--- config.mk ---
export PLATFORM = sky130hd
export DESIGN_NAME = axi_eth_rx_sts
export DESIGN_NICKNAME = d
export VERILOG_FILES = /design/src/rtl/axi_eth_rx_sts.sv
export SDC_FILE = /design/constraint.sdc
export NUM_CORES = 1
export LEC_CHECK = 0
export BUFFER_PORTS_ARGS = -buffer_cell sky130_fd_sc_hd__clkbuf_2
export CORE_MARGIN = 8
export CORE_UTILIZATION = 40
export CTS_CLUSTER_DIAMETER = 60
export CTS_CLUSTER_SIZE = 28
export DETAILED_ROUTE_END_ITERATION = 10
export GPL_TIMING_DRIVEN = 0
export PLACE_DENSITY_LB_ADDON = 0.12
export REMOVE_ABC_BUFFERS = 1
export SLEW_MARGIN = 0
export SYNTH_ARGS = -nofsm -noshare
export SYNTH_HDL_FRONTEND = slang
export SYNTH_SLANG_ARGS = --single-unit
--- constraint.sdc ---
create_clock -name s2mm_clk -period 23.7 [get_ports s2mm_clk]
set_clock_uncertainty 0.15 [all_clocks]
set_input_delay 0 -clock s2mm_clk [delete_from_list [all_inputs] [get_ports s2mm_clk]]
set_output_delay 0 -clock s2mm_clk [all_outputs]
set_load 0.02 [all_outputs]
--- src/rtl/axi_eth_rx_sts.sv ---
// ---------------------------------------------------------------------------
// axi_eth_rx_sts
//
// Purpose:
//    Sits after axi_eth_ifm in the s2mm_clk domain. Receive data beats pass
//    straight through to the S2MM DMA data channel with no added latency.
//    Alongside the data, the block counts the frame length and builds a raw
//    16-bit ones-complement checksum. Once the ifm status word for the frame
//    has been accepted, it sends a 6-word status (app) packet on the S2MM
//    status channel.
//
// Parameters:
//    C_CSUM_START  byte offset in the frame where checksum accumulation starts
//    C_STS_FLAG    value placed in word0[31:28] of every status packet
//
// Optional feature (compile-time macro):
//    AXI_ETH_RX_FRMCNT_EN  when defined, word5 carries a 32-bit count of
//                          completed status packets; otherwise word5 = 0
//
// Ports:
//    s2mm_clk, s2mm_resetn  clock, asynchronous active-low reset
//    s_rxd_*                frame data from the ifm (64-bit, tkeep/tlast)
//    s_rxs_*                per-frame ifm status word (bit31 = good frame)
//    m_rxd_*                frame data to the DMA
//    m_sts_*                6-word status packet to the DMA
// ---------------------------------------------------------------------------
module axi_eth_rx_sts #(
   parameter int         C_CSUM_START = 14,
   parameter logic [3:0] C_STS_FLAG   = 4'h5
) (
   input  logic        s2mm_clk,
   input  logic        s2mm_resetn,
   input  logic [63:0] s_rxd_tdata,
   input  logic [7:0]  s_rxd_tkeep,
   input  logic        s_rxd_tlast,
   input  logic        s_rxd_tvalid,
   output logic        s_rxd_tready,
   input  logic [31:0] s_rxs_tdata,
   input  logic        s_rxs_tvalid,
   output logic        s_rxs_tready,
   output logic [63:0] m_rxd_tdata,
   output logic [7:0]  m_rxd_tkeep,
   output logic        m_rxd_tlast,
   output logic        m_rxd_tvalid,
   input  logic        m_rxd_tready,
   output logic [31:0] m_sts_tdata,
   output logic [3:0]  m_sts_tkeep,
   output logic        m_sts_tlast,
   output logic        m_sts_tvalid,
   input  logic        m_sts_tready
);

   localparam logic [8:0] CSUM_START = 9'(C_CSUM_START);
   localparam logic [2:0] LAST_WORD  = 3'd5;

   typedef enum logic [1:0] {ST_DATA, ST_WAIT_RXS, ST_STS} state_t;

   state_t      state, state_next;
   logic        run_q;
   logic [15:0] length_q;
   logic [31:0] acc_q;
   logic [5:0]  beat_cnt_q;
   logic [2:0]  idx_q;
   logic        good_q;
   logic [15:0] csum_q;
   logic [31:0] frame_cnt;
   logic        rxd_fire;
   logic        rxs_fire;
   logic        sts_fire;
   logic [3:0]  beat_bytes;
   logic [31:0] beat_sum;
   logic [16:0] length_sum;
   logic [16:0] fold_sum;
   logic [15:0] csum_fold;
   logic        unused_rxs_bits;

   // Only the good-frame flag of the ifm status word is used.
   assign unused_rxs_bits = ^s_rxs_tdata[30:0];

   // Data fields pass straight through; only valid/ready are gated by state.
   assign m_rxd_tdata = s_rxd_tdata;
   assign m_rxd_tkeep = s_rxd_tkeep;
   assign m_rxd_tlast = s_rxd_tlast;

   assign rxd_fire = m_rxd_tvalid && m_rxd_tready;
   assign rxs_fire = s_rxs_tvalid && s_rxs_tready;
   assign sts_fire = m_sts_tvalid && m_sts_tready;

   // run_q clears asynchronously with reset and sets on the first clock
   // after release, so the combinational data path stays closed while reset
   // is held and opens on a clean clock edge afterwards.
   always_ff @(posedge s2mm_clk or negedge s2mm_resetn) begin
      if (!s2mm_resetn) run_q <= 1'b0;
      else              run_q <= 1'b1;
   end

   // Per-beat byte count and checksum contribution. The absolute byte index
   // is {beat number, lane} because every non-last beat is full. Even lanes
   // are the high byte of a big-endian halfword, odd lanes the low byte.
   always_comb begin
      beat_bytes = 4'd0;
      beat_sum   = 32'd0;
      for (int l = 0; l < 8; l++) begin
         if (s_rxd_tkeep[l]) begin
            beat_bytes = beat_bytes + 4'd1;
            if ({beat_cnt_q, 3'(l)} >= CSUM_START) begin
               if ((l % 2) == 0) beat_sum = beat_sum + {16'h0, s_rxd_tdata[l*8 +: 8], 8'h00};
               else              beat_sum = beat_sum + {24'h0, s_rxd_tdata[l*8 +: 8]};
            end
         end
      end
      length_sum = {1'b0, length_q} + {13'h0, beat_bytes};
      fold_sum   = {1'b0, acc_q[15:0]} + {1'b0, acc_q[31:16]};
      csum_fold  = fold_sum[15:0] + {15'h0, fold_sum[16]};
   end

   // State register.
   always_ff @(posedge s2mm_clk or negedge s2mm_resetn) begin
      if (!s2mm_resetn) state <= ST_DATA;
      else              state <= state_next;
   end

   // Next-state and handshake/output decode. The status word mux drives
   // zero outside STS so the bus is quiet between packets.
   always_comb begin
      state_next   = state;
      s_rxd_tready = 1'b0;
      m_rxd_tvalid = 1'b0;
      s_rxs_tready = 1'b0;
      m_sts_tvalid = 1'b0;
      m_sts_tkeep  = 4'h0;
      m_sts_tlast  = 1'b0;
      m_sts_tdata  = 32'h0;
      case (state)
         ST_DATA: begin
            s_rxd_tready = run_q && m_rxd_tready;
            m_rxd_tvalid = run_q && s_rxd_tvalid;
            if (rxd_fire && s_rxd_tlast) state_next = ST_WAIT_RXS;
         end
         ST_WAIT_RXS: begin
            s_rxs_tready = 1'b1;
            if (s_rxs_tvalid) state_next = ST_STS;
         end
         ST_STS: begin
            m_sts_tvalid = 1'b1;
            m_sts_tkeep  = 4'hF;
            m_sts_tlast  = (idx_q == LAST_WORD);
            case (idx_q)
               3'd0:    m_sts_tdata = {C_STS_FLAG, 28'h0};
               3'd3:    m_sts_tdata = {16'h0, csum_q};
               3'd4:    m_sts_tdata = {15'h0, good_q, length_q};
               3'd5:    m_sts_tdata = frame_cnt;
               default: m_sts_tdata = 32'h0;
            endcase
            if (m_sts_tready && (idx_q == LAST_WORD)) state_next = ST_DATA;
         end
         default: state_next = ST_DATA;
      endcase
   end

   // Frame accumulators and status sequencing. Length saturates rather
   // than wrapping; the beat counter only needs to reach the checksum start
   // offset, so it saturates too. Everything clears once word5 is taken.
   always_ff @(posedge s2mm_clk or negedge s2mm_resetn) begin
      if (!s2mm_resetn) begin
         length_q   <= 16'h0;
         acc_q      <= 32'h0;
         beat_cnt_q <= 6'h0;
         idx_q      <= 3'd0;
         good_q     <= 1'b0;
         csum_q     <= 16'h0;
      end else begin
         if (rxd_fire) begin
            length_q <= length_sum[16] ? 16'hFFFF : length_sum[15:0];
            acc_q    <= acc_q + beat_sum;
            if (beat_cnt_q != 6'h3F) beat_cnt_q <= beat_cnt_q + 6'd1;
         end
         if (rxs_fire) begin
            good_q <= s_rxs_tdata[31];
            csum_q <= csum_fold;
            idx_q  <= 3'd0;
         end
         if (sts_fire) begin
            if (idx_q == LAST_WORD) begin
               idx_q      <= 3'd0;
               length_q   <= 16'h0;
               acc_q      <= 32'h0;
               beat_cnt_q <= 6'h0;
            end else begin
               idx_q <= idx_q + 3'd1;
            end
         end
      end
   end

`ifdef AXI_ETH_RX_FRMCNT_EN
   logic [31:0] frame_cnt_q;

   // Counts completed status packets; wraps naturally at 2^32.
   always_ff @(posedge s2mm_clk or negedge s2mm_resetn) begin
      if (!s2mm_resetn)                           frame_cnt_q <= 32'h0;
      else if (sts_fire && (idx_q == LAST_WORD)) frame_cnt_q <= frame_cnt_q + 32'd1;
   end

   assign frame_cnt = frame_cnt_q;
`else
   assign frame_cnt = 32'h0;
`endif

endmodule

## After elaboration in Yosys (flattened, before gate mapping)

Index checks and enable logic that the tools add are counted.

- Register bits: 77
- Bits in latches: 0
- RAM bits: 0
- Memory bits (read-only): 0
- Bits of input ports: 111
- Memories kept: 0

- Add/sub/neg operators: 20
- Multipliers: 0
- Div/mod/pow operators: 0
- Magnitude comparators: 8
- Equality and inequality tests: 9
- Shifts and indexed selects: 0
- Multiplexer cells: 50
- Bitwise gates (word level): 0
- Reduce and logical (&&, ||, !) cells: 11

Operators by type and width:

| operator | count |
|---|---|
| $mux 32 | 17 |
| $add 32x8->32 | 4 |
| $add 32x16->32 | 3 |
| $mux 16 | 6 |
| $pmux 31 s3 | 1 |
| $ge 9x4->1 const B | 8 |
| $add 32x32->32 | 1 |
| $mux 4 | 8 |
| $mux 31 | 1 |
| $add 4x1->4 const B | 7 |
| $mux 6 | 4 |
| $add 16x16->17 | 1 |
| $add 16x4->17 | 1 |
| $add 16x1->16 | 1 |
| $mux 3 | 3 |
| $logic_and 1x1->1 | 7 |
| $add 6x1->6 const B | 1 |
| $eq 3x3->1 const B | 2 |
| $mux 1 | 6 |
| $mux 2 | 3 |
| $ne 2x2->1 const B | 3 |
| $ne 6x6->1 const B | 1 |
| $pmux 2 s3 | 1 |
| $add 3x1->3 const B | 1 |
| other kinds (7) | 7 |

## Logic depth before layout (Yosys ltp)

- Word-level depth: 28
- Depth in mapped cells: 45
- Depth with buffers taken out: 43

## Least setup slack after synthesis

Ideal clock, no wire load.

- Path kind: register -> register
- Start: register beat_cnt_q[4]
- End: register acc_q[31]
- Arrival: 8.435 ns
- Slack: 14.983 ns
- Cell stages (with the launch flop): 40
- Period minus slack after synthesis: 8.717 ns
- Cells stage by stage: dfrtp_1 nor4_4 nand2_1 buf_2 clkbuf_1 and3_1 ha_1 nor2b_1 o31a_1 o41ai_1 mux2i_2 nand2_1 ha_1 inv_1 fa_1 or3_1 a211oi_1 a31oi_2 (+4 left out) o21ai_0 a21boi_0 o21ai_0 a21o_1 and3_1 or3_1 and2_1 xor2_1 ha_1 a21o_1 a21o_1 a21o_1 a21oi_1 o21ai_0 o2bb2ai_1 nand4_1 xor2_1 nor2_1

- Cells in the longest elaborated chain, start to end: 28

Ends and longest elaborated chain:

| item | line | RTL |
|---|---|---|
| start: declaration | 62 | `logic [5:0] beat_cnt_q;` |
| start signal: assignment | 176 | `if (beat_cnt_q != 6'h3F) beat_cnt_q <= beat_cnt_q + 6'd1;` |
| $ge 9x4->1 | 106 | `if ({beat_cnt_q, 3'(l)} >= CSUM_START) begin` |
| $mux 16 | 106 |  |
| $mux 16 | 104 | `if (s_rxd_tkeep[l]) begin` |
| $add 32x8->32 | 108 | `else beat_sum = beat_sum + {24'h0, s_rxd_tdata[l*8 +: 8]};` |
| $mux 32 | 106 |  |
| $mux 32 | 104 |  |
| $add 32x16->32 | 107 | `if ((l % 2) == 0) beat_sum = beat_sum + {16'h0, s_rxd_tdata[l*8 +: 8], 8'h00};` |
| $mux 32 | 106 |  |
| (+12 left out) | - |  |
| $mux 32 | 104 |  |
| $add 32x8->32 | 108 |  |
| $mux 32 | 106 |  |
| $mux 32 * | 104 |  |
| $add 32x32->32 * | 175 | `acc_q <= acc_q + beat_sum;` |
| $mux 32 * | 173 | `if (rxd_fire) begin` |
| $mux 32 | 184 | `if (idx_q == LAST_WORD) begin` |
| $mux 32 * | 183 | `if (sts_fire) begin` |
| end signal: assignment | 175 |  |
| end: declaration | 61 | `logic [31:0] acc_q;` |

Mark *: on every way between the ends. The rest lies on a longest branch, timed or not.
A chain may end at the register's enable or synchronous reset.

## Final worst setup path

Same ends and word-level chain as after synthesis.

==> out/qor.csv <==
metric,value,unit
critical_path.max_stage_delay,730,ps
clock-sinks,77,
outcome,"complete, no violations",
ys_seq_elements,77,
coreArea,0.0253,mm^2
io_buffers,180,
hold_class,input port to async pin,
cp.required,23780,ps
routed_wl,27100,um
ys_dominant_reg_cell,dfrtp_1,
numCtsBuffers,9,
htree_num_levels,3,
arrival,10510,ps
row_count,58,
syn_area,0.0103,mm^2
crit_buf_inv,1,
ys_types,91,
yosysWarnings,0,
via_count,9322,
period_needed,10430,ps
fin_cells,1743,
gp_congestion,0.850,
cts_root_buf,clkbuf_16,
die_area,0.0312,mm^2
grt_pass1_vias,9329,
period_share,44.0,%
ir_drop,44.0,uV
grt_use_total,17.4,%
drive_gt1_share,17.9,%
final_hold_viol_count,0,
rsz0062_at_grt,false,
grt_pass1_wl,45800,um
placed_cell_area,0.0110,mm^2
relSlewSlack,20.6,%
antenna_cells,0,
clkLatencyLatePin,340,ps
synth_top_cell_area_share,18.7,%
antenna_found_initial,0,
viasPerCell,5.35,
synthToLayoutAreaGrowth,9.50,%
drcViolationCount,0,
final_core_util,44.8,%
synth.avg_cell_area,7.82,um^2
overflow,0,
power.density,114,mW/mm^2
fill_cells,2598,
crit_path_end_kind,flop,
wl_per_cell,15.5,um
setup_viol,0,
cp_slowest_cell,nand2_1,
hpwlAfterDp,22300,um
cp_top_family,simple AND/OR/NAND/NOR gates,
first_iter_violations,471,
critical_path_class,flop to flop,
fp.dieH,177,um
drt_pre_antenna_iters,5,
synth.yosys.seq_area_share,18.7,%
cap_violations,0,
design_area,0.0113,mm^2
synthTopCellsByArea,"dfrtp_1, ha_1, buf_4, nand2_1, xnor2_1",
cts_tree,built,
crit_fanout,29,
layout.nets,1631,
tightest_slew,1190,ps
design.portCount,225,
ant_nets,0,
path_clk_slew,70,ps
p_leak,0.00537,uW
synth_edf_count,0,
fin_tns_setup,0,ps
reg2reg_slack,13270,ps
fmax,95.9,MHz
cts_setup_buffers,0,
synth_area_leader_cell,dfrtp_1,
final_max_slew_viol_count,0,
start_util,40.9,%
clk_path_buf_depth,2,
placed_cells,1721,
async_reset_ff_share,100,%
die_w,177,um
grt_max_degree,45,
finalPower,1280,uW
syn_inst,1319,
startpoint_type,flop,
## state kept, by name, indices dropped and copies added (netlist names)
register / count
csum_q: 16
good_q: 1
idx_q: 3
length_q: 16
state: 2
acc_q: 32
beat_cnt_q: 6
run_q: 1
## path summary, 6_finish.rpt
kind                                          from                     end  cells after the start
hold / removal                         s2mm_resetn         run_q$_DFF_PN0_                      2
setup reg to reg           beat_cnt_q[4]$_DFF_PN0_     acc_q[31]$_DFF_PN0_                     36
max in group asynchronous              s2mm_resetn     acc_q[27]$_DFF_PN0_                      3
min in group s2mm_clk              s_rxd_tdata[13]         m_rxd_tdata[13]                      2
hold reg to reg             csum_q[12]$_DFFE_PN0P_  csum_q[12]$_DFFE_PN0P_                      2
setup / recovery           beat_cnt_q[4]$_DFF_PN0_     acc_q[31]$_DFF_PN0_                     36
## metrics by stage
step           setup WS [ps]  hold WS [ps]
2_1_floorplan          14810          -446
3_3_place_gp           13170          84.4
3_5_place_dp           13440         -68.7
4_1_cts                13360          83.6
5_1_grt                12530          88.7
6_report               13270          81.3
## cell usage in the layout (no fill, tap or decap), types with 7 or more instances in the layout
master	netlist	final
a211oi_1	14	14
a21boi_0	8	8
a21o_1	24	24
a21oi_1	85	85
a22oi_1	18	18
a31oi_1	9	9
and2_1	14	14
and3_1	32	32
clkbuf_16	0	9
clkbuf_2	0	179
conb_1	2	16
dfrtp_1	77	77
fa_1	9	9
ha_1	103	103
inv_1	66	66
mux2_2	14	14
mux2i_1	13	13
nand2_1	140	140
nand2b_1	16	16
nand3_1	48	48
nand4_1	11	11
nor2_1	93	93
nor2b_1	17	17
nor3_1	30	28
o21a_1	12	12
o21ai_0	82	81
o2bb2ai_1	7	7
o31a_1	12	12
o31ai_1	11	11
or3_1	7	7
xnor2_1	59	59
xor2_1	46	46
## cells in the mapped netlist, types with 5 or more instances
library cell  number
o21ai_0           82
buf_1              6
and4_1             5
xnor2_1           59
inv_1             66
nand2_1          140
buf_4             91
a21oi_1           85
o21bai_1           5
a21boi_0           8
o2bb2ai_1          7
a31oi_1            9
mux2i_1           13
nor2b_1           17
o21a_1            12
nor2_1            93
or3_1              7
nor3b_1            6
o31ai_1           11
a21o_1            24
mux2_2            14
and2_1            14
o211ai_1           6
ha_1             103
o31a_1            12
fa_1               9
and3_1            32
nand4_1           11
dfrtp_1           77
a22oi_1           18
o21ai_1            5
or2_2              6
xor2_1            46
nand3_1           48
clkbuf_1          27
nor3_1            30
a211oi_1          14
nand2b_1          16
## power breakdown
group          total, uW  switching, uW  internal [uW]
logic                927            535            392
registers            222           48.7            174
clock network        134           61.1           73.4
## layout make-up
type                       count  area (um^2)  area share [%]
timing repair buffer         192         1040            9.23
clock inverter                 7         63.8           0.565
multi-input combinational   1061         7380            65.3
inverter                      67          251            2.23
clock buffer                   9          225            1.99
tap                          330          413            3.65
sequential                    77         1930            17.0
## metal layers
layer	vias to the layer above	global-route usage, %	wire length, um	part of all wire (%)
li1	4823	-	-	-
met1	4309	23.2	13300	49
met2	171	29.9	12600	47
met3	19	1.92	856	3.2
met4	0	3.71	280	1.0
met5	-	0	0	0
## cells by family (layout without fill, tap and decap cells)
| family | count (synthesis) | after routing | synth area share, % |
|---|---|---|---|
| AOI/OAI and AO/OA | 347 | 347 | 22.7 |
| adders and majority gates | 112 | 112 | 14.2 |
| other | 2 | 16 | 0.0728 |
| buffers and inverters | 195 | 275 | 10.4 |
| DFF | 77 | 77 | 18.7 |
| xor gates and xnor gates | 107 | 107 | 9.23 |
| and+or+nand+nor | 451 | 451 | 21.7 |
| muxes | 28 | 28 | 2.92 |
## repair_timing
item	4_1_cts	5_1_grt
endpoints found under the hold margin	50	0
hold buffers	6	0
resized for setup	0	0
setup endpoints to repair	0	0
(Power assumes the default switching activity.)
